**src/rtl/uart_pkg.sv**
```systemverilog
// rtl/uart_pkg.sv - shared constants for the UART receiver
// Purpose: FSM state encodings, parity mode constants and a parity helper.
// Ports: none (package).
package uart_pkg;

    localparam int PARITY_NONE = 0;
    localparam int PARITY_ODD  = 1;
    localparam int PARITY_EVEN = 2;

    localparam logic [2:0] ST_IDLE       = 3'd0;
    localparam logic [2:0] ST_START_BIT  = 3'd1;
    localparam logic [2:0] ST_DATA_BITS  = 3'd2;
    localparam logic [2:0] ST_PARITY_BIT = 3'd3;
    localparam logic [2:0] ST_STOP_BIT   = 3'd4;
    localparam logic [2:0] ST_CLEANUP    = 3'd5;
    localparam logic [2:0] ST_BREAK_WAIT = 3'd6;

    // data_xor is the XOR of all received data bits; result is 1 on a mismatch.
    function automatic logic parity_bad(input logic data_xor, input logic pbit, input int mode);
        logic sum;
        sum = data_xor ^ pbit;
        return (mode == PARITY_ODD) ? ~sum : sum;
    endfunction

endpackage

```
**src/rtl/uart_bit_timer.sv**
```systemverilog
// rtl/uart_bit_timer.sv - per-bit clock counter with half-bit and full-bit ticks
// Purpose: counts clocks within one UART bit period.
// Ports:
//   clock       - rising-edge clock
//   reset_n     - asynchronous active-low reset
//   clear_i     - restart the count at 0 on the next edge
//   half_tick_o - count is at the middle of a bit, (CLOCKS_PER_BIT-1)/2
//   full_tick_o - count is at the last clock of a bit, CLOCKS_PER_BIT-1
module uart_bit_timer #(
    parameter int CLOCKS_PER_BIT = 434
) (
    input  logic clock,
    input  logic reset_n,
    input  logic clear_i,
    output logic half_tick_o,
    output logic full_tick_o
);

    // Largest value held is CLOCKS_PER_BIT-1, which always fits in $clog2 bits.
    localparam int CNT_W = $clog2(CLOCKS_PER_BIT);
    localparam logic [CNT_W-1:0] HALF_COUNT = CNT_W'((CLOCKS_PER_BIT - 1) / 2);
    localparam logic [CNT_W-1:0] LAST_COUNT = CNT_W'(CLOCKS_PER_BIT - 1);

    logic [CNT_W-1:0] count_q;
    logic [CNT_W-1:0] count_d;

    assign half_tick_o = (count_q == HALF_COUNT);
    assign full_tick_o = (count_q == LAST_COUNT);

    always_comb begin
        count_d = count_q + 1'b1;
        if (clear_i || full_tick_o) begin
            count_d = '0;
        end
    end

    always_ff @(posedge clock or negedge reset_n) begin
        if (!reset_n) begin
            count_q <= '0;
        end else begin
            count_q <= count_d;
        end
    end

endmodule

```
**src/rtl/uart_receiver.sv**
```systemverilog
// rtl/uart_receiver.sv - UART frame receiver with parity, framing and break detection
// Purpose: deserialises start/data/parity/stop frames from an asynchronous line.
// Ports:
//   clock          - rising-edge clock
//   reset_n        - asynchronous active-low reset
//   incoming_bit   - serial line, idle high
//   has_data       - one-clock pulse per completed frame
//   data_received  - data of the last completed frame
//   parity_error   - parity mismatch in the last completed frame
//   framing_error  - a stop bit was sampled low in the last completed frame
//   break_detected - last completed frame was a line break
//   debug_state    - FSM state, delayed one clock
module uart_receiver
    import uart_pkg::*;
#(
    parameter int CLOCKS_PER_BIT = 434,
    parameter int DATA_BITS      = 8,
    parameter int PARITY_MODE    = 0,
    parameter int STOP_BITS      = 1
) (
    input  logic                 clock,
    input  logic                 reset_n,
    input  logic                 incoming_bit,
    output logic                 has_data,
    output logic [DATA_BITS-1:0] data_received,
    output logic                 parity_error,
    output logic                 framing_error,
    output logic                 break_detected,
    output logic [2:0]           debug_state
);

    logic sync1_q;
    logic sync2_q;
    logic line;

    logic [2:0]           state_q, state_d;
    logic [DATA_BITS-1:0] shift_q, shift_d;
    logic [3:0]           bit_idx_q, bit_idx_d;
    logic                 stop_idx_q, stop_idx_d;
    logic                 parity_bit_q, parity_bit_d;
    logic                 stop_err_q, stop_err_d;
    logic                 stop_all_low_q, stop_all_low_d;
    logic                 has_data_q, has_data_d;
    logic [DATA_BITS-1:0] data_q, data_d;
    logic                 perr_q, perr_d;
    logic                 ferr_q, ferr_d;
    logic                 brk_q, brk_d;
    logic [2:0]           dbg_q;

    logic timer_clear;
    logic half_tick;
    logic full_tick;
    logic frame_err;
    logic all_low;
    logic is_break;

    assign line = sync2_q;

    // The timer free-runs only while a frame is being timed; the restart at the
    // start-bit midpoint makes every later full tick land mid-bit.
    assign timer_clear = (state_q == ST_IDLE) || (state_q == ST_CLEANUP) ||
                         (state_q == ST_BREAK_WAIT) ||
                         ((state_q == ST_START_BIT) && half_tick);

    uart_bit_timer #(
        .CLOCKS_PER_BIT(CLOCKS_PER_BIT)
    ) u_bit_timer (
        .clock       (clock),
        .reset_n     (reset_n),
        .clear_i     (timer_clear),
        .half_tick_o (half_tick),
        .full_tick_o (full_tick)
    );

    // Stop-bit accumulators including the current sample.
    assign frame_err = stop_err_q | ~line;
    assign all_low   = stop_all_low_q & ~line;
    assign is_break  = (shift_q == '0) &&
                       ((PARITY_MODE == PARITY_NONE) || !parity_bit_q) && all_low;

    always_comb begin
        state_d        = state_q;
        shift_d        = shift_q;
        bit_idx_d      = bit_idx_q;
        stop_idx_d     = stop_idx_q;
        parity_bit_d   = parity_bit_q;
        stop_err_d     = stop_err_q;
        stop_all_low_d = stop_all_low_q;
        has_data_d     = 1'b0;
        data_d         = data_q;
        perr_d         = perr_q;
        ferr_d         = ferr_q;
        brk_d          = brk_q;

        case (state_q)
            ST_IDLE: begin
                bit_idx_d      = '0;
                stop_idx_d     = 1'b0;
                parity_bit_d   = 1'b0;
                stop_err_d     = 1'b0;
                stop_all_low_d = 1'b1;
                if (!line) begin
                    state_d = ST_START_BIT;
                end
            end
            ST_START_BIT: begin
                if (half_tick) begin
                    state_d = line ? ST_IDLE : ST_DATA_BITS;
                end
            end
            ST_DATA_BITS: begin
                if (full_tick) begin
                    // LSB arrives first and ends up at index 0 after the last shift.
                    shift_d = {line, shift_q[DATA_BITS-1:1]};
                    if (bit_idx_q == 4'(DATA_BITS - 1)) begin
                        state_d = (PARITY_MODE != PARITY_NONE) ? ST_PARITY_BIT : ST_STOP_BIT;
                    end else begin
                        bit_idx_d = bit_idx_q + 4'd1;
                    end
                end
            end
            ST_PARITY_BIT: begin
                if (full_tick) begin
                    parity_bit_d = line;
                    state_d      = ST_STOP_BIT;
                end
            end
            ST_STOP_BIT: begin
                if (full_tick) begin
                    stop_err_d     = frame_err;
                    stop_all_low_d = all_low;
                    if (stop_idx_q == 1'(STOP_BITS - 1)) begin
                        state_d    = ST_CLEANUP;
                        has_data_d = 1'b1;
                        data_d     = shift_q;
                        brk_d      = is_break;
                        ferr_d     = frame_err | is_break;
                        if (is_break || (PARITY_MODE == PARITY_NONE)) begin
                            perr_d = 1'b0;
                        end else begin
                            perr_d = parity_bad(^shift_q, parity_bit_q, PARITY_MODE);
                        end
                    end else begin
                        stop_idx_d = 1'b1;
                    end
                end
            end
            ST_CLEANUP: begin
                state_d = brk_q ? ST_BREAK_WAIT : ST_IDLE;
            end
            ST_BREAK_WAIT: begin
                if (line) begin
                    state_d = ST_IDLE;
                end
            end
            default: begin
                state_d = ST_IDLE;
            end
        endcase
    end

    always_ff @(posedge clock or negedge reset_n) begin
        if (!reset_n) begin
            sync1_q        <= 1'b1;
            sync2_q        <= 1'b1;
            state_q        <= ST_IDLE;
            shift_q        <= '0;
            bit_idx_q      <= '0;
            stop_idx_q     <= 1'b0;
            parity_bit_q   <= 1'b0;
            stop_err_q     <= 1'b0;
            stop_all_low_q <= 1'b1;
            has_data_q     <= 1'b0;
            data_q         <= '0;
            perr_q         <= 1'b0;
            ferr_q         <= 1'b0;
            brk_q          <= 1'b0;
            dbg_q          <= ST_IDLE;
        end else begin
            sync1_q        <= incoming_bit;
            sync2_q        <= sync1_q;
            state_q        <= state_d;
            shift_q        <= shift_d;
            bit_idx_q      <= bit_idx_d;
            stop_idx_q     <= stop_idx_d;
            parity_bit_q   <= parity_bit_d;
            stop_err_q     <= stop_err_d;
            stop_all_low_q <= stop_all_low_d;
            has_data_q     <= has_data_d;
            data_q         <= data_d;
            perr_q         <= perr_d;
            ferr_q         <= ferr_d;
            brk_q          <= brk_d;
            dbg_q          <= state_q;
        end
    end

    assign has_data       = has_data_q;
    assign data_received  = data_q;
    assign parity_error   = perr_q;
    assign framing_error  = ferr_q;
    assign break_detected = brk_q;
    assign debug_state    = dbg_q;

endmodule

```
**config.mk**
```make
export PLATFORM = sky130hd
export DESIGN_NAME = uart_receiver
export DESIGN_NICKNAME = d
export VERILOG_FILES = /design/src/rtl/uart_pkg.sv /design/src/rtl/uart_bit_timer.sv /design/src/rtl/uart_receiver.sv
export SDC_FILE = /design/constraint.sdc
export NUM_CORES = 1
export LEC_CHECK = 0
export ABC_AREA = 0
export BUFFER_PORTS_ARGS = -buffer_cell sky130_fd_sc_hd__clkbuf_2
export CAP_MARGIN = 20
export CORE_ASPECT_RATIO = 0.75
export CORE_MARGIN = 3
export CORE_UTILIZATION = 39
export CTS_CLUSTER_DIAMETER = 40
export DETAILED_ROUTE_END_ITERATION = 8
export PLACE_DENSITY = 0.63
export SYNTH_ARGS = -nofsm -noshare
export SYNTH_HDL_FRONTEND = slang
export SYNTH_SLANG_ARGS = --single-unit
```
**constraint.sdc**
```tcl
create_clock -name clock -period 4.1 [get_ports clock]
set_input_delay 1.025 -clock clock [delete_from_list [all_inputs] [get_ports clock]]
set_output_delay 1.025 -clock clock [all_outputs]
set_load 0.01 [all_outputs]
```
==> results of run 1 <==
-- synthesized netlist by cell type, types with 2 or more instances --
master     number  area (µm²)
o21ai_1         2        10.0
and3_1          2        12.5
nand4bb_1       2        22.5
dfstp_2         3        78.8
nor3_1          3        15.0
ha_1            4        50.1
nand2_1        10        37.5
o2111ai_1       2        17.5
dfrtp_1        40        1000
mux2_4          5        75.1
buf_2           4        20.0
nand4_1         4        25.0
mux2_1         14         158
a21oi_1         3        15.0
nor2_1         22        82.6
xnor2_1         6        52.6
xor2_1          2        17.5
nand3_1         5        25.0
nand4b_1        3        26.3
buf_6           2        22.5
nor4_1          2        12.5
a21o_1          2        15.0
nor2b_1         3        18.8
clkbuf_1        2        7.51
inv_1           7        26.3
-- cells by family after synthesis --
kind of cell / share of synthesized area, %
XOR/XNOR: 3.44
adder cells (fa/ha/maj): 2.45
flip-flops: 52.9
AO/OA/AOI/OAI: 5.58
buffers and inverters: 4.29
AND/OR/NAND/NOR: 19.7
multiplexers: 11.4
other: 0.184
-- final cells by class --
cell class              instances  share of cell area (%)
clock inverters                 2                    1.53
flip-flops and latches         43                    47.0
repair buffers                 17                    4.68
clock buffers                   6                    3.59
inverters                       8                    1.31
well taps                      72                    3.92
multi-input cells             117                    38.0
-- power by group through the flow --
stage	combinational, mW	clock [mW]	sequential (mW)
2_1_floorplan	0.00285	0	0.435
3_3_place_gp	0.0116	0	0.435
3_5_place_dp	0.0117	0	0.435
4_1_cts	0.0117	0.348	0.427
5_1_grt	0.0165	0.369	0.427
6_report	0.0141	0.337	0.427
-- state kept, by name (all words and copies together), names as in the netlist --
signal,flops
u_bit_timer.count_q,9
data_received,8
shift_q,8
bit_idx_q,4
debug_state,3
state_q,3
break_detected,1
framing_error,1
has_data,1
line,1
stop_all_low_q,1
stop_err_q,1
stop_idx_q,1
sync1_q,1
-- worst min-delay path by stage --
stage / to / slack, ns
floorplan: line$_DFF_PN1_ / 0.35
global route: line$_DFF_PN1_ / 0.36
finish: line$_DFF_PN1_ / 0.36
detailed placement: line$_DFF_PN1_ / 0.35
CTS: line$_DFF_PN1_ / 0.36
global placement: line$_DFF_PN1_ / 0.35
-- per-layer routing --
metal / GRT usage, % / vias up
li1: - / 647
met1: 20.0 / 611
met2: 18.3 / 26
met3: 3.92 / 2
met4: 4.46 / 0
met5: 0 / -
-- through the flow --
stage | setup WS (ns) | utilization, % | power (mW) | instance area (µm²)
2_1_floorplan | 2.43 | - | 0.438 | 2040
3_3_place_gp | 2.14 | 43.2 | 0.447 | 2150
3_5_place_dp | 2.14 | 43.2 | 0.447 | 2150
4_1_cts | 2.12 | 45.6 | 0.786 | 2270
5_1_grt | 1.95 | 46.1 | 0.812 | 2300
6_report | 2.13 | 46.1 | 0.778 | 2300
==> impl_metrics.ini, run 1 <==
[sta]
holdWs_ns = 0.358
fin_crit_sh_pct = 48.0
fmax_mhz = 508
skew_ns = 0.00823
worst_pin_slew_ns = 0.576
fin_tns_setup_ns = 0
rsz0062_at_grt = no
slew_violations = 0
period_minus_slack_ns = 1.97
hold_viol_final = 0
worst_slew_margin_rel_pct = 61.6
finalSetupViolCount = 0

[routing]
wl_met1_mm = 2.00
wl_met3_um = 80
vias = 1286
wl_met2_mm = 1.33
drt_iter0_markers = 55
wl_mm = 3.43
ant_nets = 0
route.detailed.wl_per_inst_um = 12.9
avgViaCountPerCell = 4.85
first_pass_iters = 5
top_layer = met4
drc = 0

[power]
vdd_drop_max_mv = 0.206
netSwitchingPower_uw = 151
clkPwrFrac_pct = 43.3
p_leak_nw = 1.15
sequentialPowerShare_pct = 54.9
power.share.combinational_pct = 1.8
internal_power_uw = 627
power_density_mw_per_mm2 = 339
power_switching_share_pct = 19.4

[synthesis]
ys_seq_area_share_pct = 52.9
ys_types = 48
netlist_area_mm2 = 0.00204
synth-seq-cells = 43
synthFlopType = dfrtp_1
syn-num-nets = 184
avgSynthCellArea_um2 = 11.5
postSynthCellCount = 177
synth-edff-count = 0
ys_warn_count = 0
synthArstFlopShare_pct = 100

[min_path]
hold_class = reg2reg
holdPathStages = 0
hold_start = sync1_q$_DFF_PN1_

[floorplan]
die-area_mm2 = 0.00614
die_h_um = 68.6
start_util_pct = 40.9
io_pins = 18
rows = 22
die_w_um = 89.5
coreArea_mm2 = 0.00498

[final_layout]
multi_input_area_um2 = 872
seq_area_mm2 = 0.00108
n_fill_cell = 480
most-common-layout-cells = dfrtp_1, nor2_1, clkbuf_2, mux2_1, nand2_1
drive_gt1_share_pct = 20.7
final_common_cell = dfrtp_1
final_cells = 265
areaGrowthSynthToFinish_pct = 12.6
layout.nets = 199
antenna_cells = 0

[clock_tree]
clock_latency_ns = 0.29
htreeDepth = 2
postCtsHoldBufs = 0
clock-sinks = 43
postCtsSetupBuffers = 0
post_cts_resized = 0
cts-root-buf = clkbuf_8
clk_pin_slew_ns = 0.08
cts_tree = done
numCtsBuffers = 5
clockBufferDepth = 2

[outcome]
outcome = complete, no violations

[place]
gp_congestion = 0.800
dp_hpwl_mm = 2.39
portBuffers = 16
dp_cells = 256

[grt]
grt_max_degree = 44
grt_usage_pct = 13.4
grt_remaining_overflow = 0
grt_pass1_vias = 1265
antenna_found_initial = 0
grt_pass1_wl_mm = 6.20

[setup_path]
worstSetupEndpointType = register
r2r_setup_slack_ns = 2.13
worstRegToRegCells = 3
cp-start-kind = register
worst-path-stages = 3
crit_buf_inv = 0
worst-path-max-fanout = 19
path_cells = nor3b_2 -> nand4b_2 -> mux2_1
startpoint = state_q[1]$_DFFE_PN0P_
cpMaxStageDelayCell = dfrtp_1
cpPeakStageDelay_ns = 0.60
rr_startpoint = state_q[1]$_DFFE_PN0P_
endpoint = data_received[6]$_DFFE_PN0P_
path_delay_family = simple AND/OR/NAND/NOR gates
crit_type = reg2reg
r2r-end = data_received[6]$_DFFE_PN0P_
cp.required_ns = 4.28
cp.arrival_ns = 2.14

[run]
maxCapViolCount = 0
Note: power is estimated with default switching activity, not from simulation.
==> inputs of run 2 (changes only) <==
--- a/config.mk
+++ b/config.mk
@@ -13,7 +13,7 @@
 export CORE_UTILIZATION = 39
 export CTS_CLUSTER_DIAMETER = 40
 export DETAILED_ROUTE_END_ITERATION = 8
-export PLACE_DENSITY = 0.63
+export PLACE_DENSITY = 0.65
 export SYNTH_ARGS = -nofsm -noshare
 export SYNTH_HDL_FRONTEND = slang
 export SYNTH_SLANG_ARGS = --single-unit
==> constraint.sdc (replaced) <==
create_clock -name clock -period 1.8 [get_ports clock]
set_input_delay 0.45 -clock clock [delete_from_list [all_inputs] [get_ports clock]]
set_output_delay 0.45 -clock clock [all_outputs]
set_load 0.01 [all_outputs]
==> impl_metrics.ini, run 2 (same netlist as run 1, synthesis figures left out) <==
[grt]
grt_pass1_wl_mm = 6.49
grt_usage_pct = 14.1
grt_remaining_overflow = 0
grt_pass1_vias = 1318
grt_max_degree = 44
antenna_found_initial = 0

[setup_path]
crit_type = reg2reg
cp.required_ns = 1.99
worstRegToRegCells = 6
cp-start-kind = register
worstSetupEndpointType = register
cp.arrival_ns = 1.90
worst-path-max-fanout = 5

[place]
gp_congestion = 0.822
dp_slack_ns = 0.0455
portBuffers = 16
dp_hpwl_mm = 2.54
placed_cell_area_mm2 = 0.00222

[floorplan]
die_w_um = 89.5
start_util_pct = 40.9
io_pins = 18
die-area_mm2 = 0.00614
coreArea_mm2 = 0.00498
rows = 22
die_h_um = 68.6

[sta]
fmax_mhz = 585
slew_violations = 0
period_minus_slack_ns = 1.71
skew_ns = 0.00846
worst_slew_margin_rel_pct = 64.7
finalSetupViolCount = 0
hold_viol_final = 0
fin_crit_sh_pct = 94.9
worst_pin_slew_ns = 0.529
worst_slack_ns = 0.0910
rsz0062_at_grt = yes

[power]
power_density_mw_per_mm2 = 733
sequentialPowerShare_pct = 55.9
p_leak_nw = 1.19
internal_power_mw = 1.39
power.share.combinational_pct = 1.5
netSwitchingPower_uw = 352
vdd_drop_max_mv = 0.433
clkPwrFrac_pct = 42.6
power_switching_share_pct = 20.2

[final_layout]
drive_gt1_share_pct = 26.2
layout.nets = 208
final_cell_area_mm2 = 0.00237
multi_input_area_um2 = 895
largest_reg_flops = 9
antenna_cells = 0
seq_area_mm2 = 0.00108
most-common-layout-cells = dfrtp_1, nor2_1, clkbuf_2, mux2_1, nand2_1
n_fill_cell = 446
areaGrowthSynthToFinish_pct = 16.4
final_common_cell = dfrtp_1
regMostFlops = u_bit_timer.count_q

[run]
maxCapViolCount = 0

[routing]
first_pass_iters = 4
drc = 0
wl_mm = 3.71
avgViaCountPerCell = 4.79
ant_nets = 0
drt_iter0_markers = 54
vias = 1313
route.detailed.wl_per_inst_um = 13.5

[clock_tree]
cts_tree = done
numCtsBuffers = 5
clock_latency_ns = 0.30
clock-sinks = 43
clk_pin_slew_ns = 0.08
htreeDepth = 2
clockBufferDepth = 2
cts-root-buf = clkbuf_8

[min_path]
hold_class = in2async

[outcome]
outcome = complete, no violations
## run 2: cell types whose count changed in the layout (fill, tap and decap cells not counted), sizes merged
cell      previous run  this run
clkinvlp             0         1
buf                  1        10
clkinv               1         0
## run 2: what timing repair did
| action | in CTS | in global routing |
|---|---|---|
| setup endpoints to repair | 0 | 20 |
| endpoints found under the hold margin | 0 | 0 |
| setup buffers | 0 | 2 |
| resized for setup | 0 | 6 |
| hold buffers | 0 | 0 |
## run 2: final cells by class
class                   instances  share of cell area (%)
flip-flops and latches         43                    45.6
multi-input cells             117                    37.7
repair buffers                 26                    7.06
well taps                      72                    3.79
clock buffers                   6                    3.06
clock inverters                 2                    1.58
inverters                       8                    1.26
## run 2: power groups by stage
stage                     logic [mW]  registers [mW]  clock network, mW
after floorplan              0.00648           0.990                  0
after global placement        0.0284           0.991                  0
after detailed placement      0.0286           0.991                  0
after CTS                     0.0287           0.972              0.758
after global routing          0.0322           0.973              0.805
final                         0.0268           0.972              0.741
## run 2: layer usage
metal / GRT usage [%] / part of all wire, % / routed length (µm) / vias up
met1: 20.6 / 54 / 2020 / 624
met2: 19.6 / 41 / 1510 / 20
met5: 0 / 0 / 0 / -
li1: - / - / - / 662
met3: 3.56 / 3.2 / 119 / 7
met4: 6.13 / 1.6 / 60 / 0
## run 2: critical path, stage by stage (launching register included)
cell and delay, ns:
dfrtp_2 0.44, inv_1 0.07, ha_1 0.14, nand4b_1 0.15
o311ai_1 0.26, nand4_1 0.19, mux2_1 0.35
## run 2: stage by stage
| step | instances | utilization [%] | hold slack (ns) | total power [mW] | setup TNS [ns] |
|---|---|---|---|---|---|
| floorplan | 177 | - | 0.154 | 0.997 | 0 |
| global placement | 264 | 44.7 | 0.347 | 1.02 | 0 |
| detailed placement | 264 | 44.7 | 0.348 | 1.02 | 0 |
| CTS | 272 | 46.9 | 0.218 | 1.76 | 0 |
| global route | 274 | 47.7 | 0.211 | 1.81 | -0.0680 |
| finish | 274 | 47.7 | 0.213 | 1.74 | 0 |
## run 2: final timing paths
path / startpoint / endpoint / slack [ns]
max: u_bit_timer.count_q[0]$_DFF_PN0_ / state_q[0]$_DFFE_PN0P_ / 0.09
min: reset_n / break_detected$_DFFE_PN0P_ / 0.21
max reg2reg: u_bit_timer.count_q[0]$_DFF_PN0_ / state_q[0]$_DFFE_PN0P_ / 0.09
min reg2reg: sync1_q$_DFF_PN1_ / line$_DFF_PN1_ / 0.36
max in group asynchronous: reset_n / u_bit_timer.count_q[0]$_DFF_PN0_ / 1.20
min in group clock: incoming_bit / sync1_q$_DFF_PN1_ / 0.23
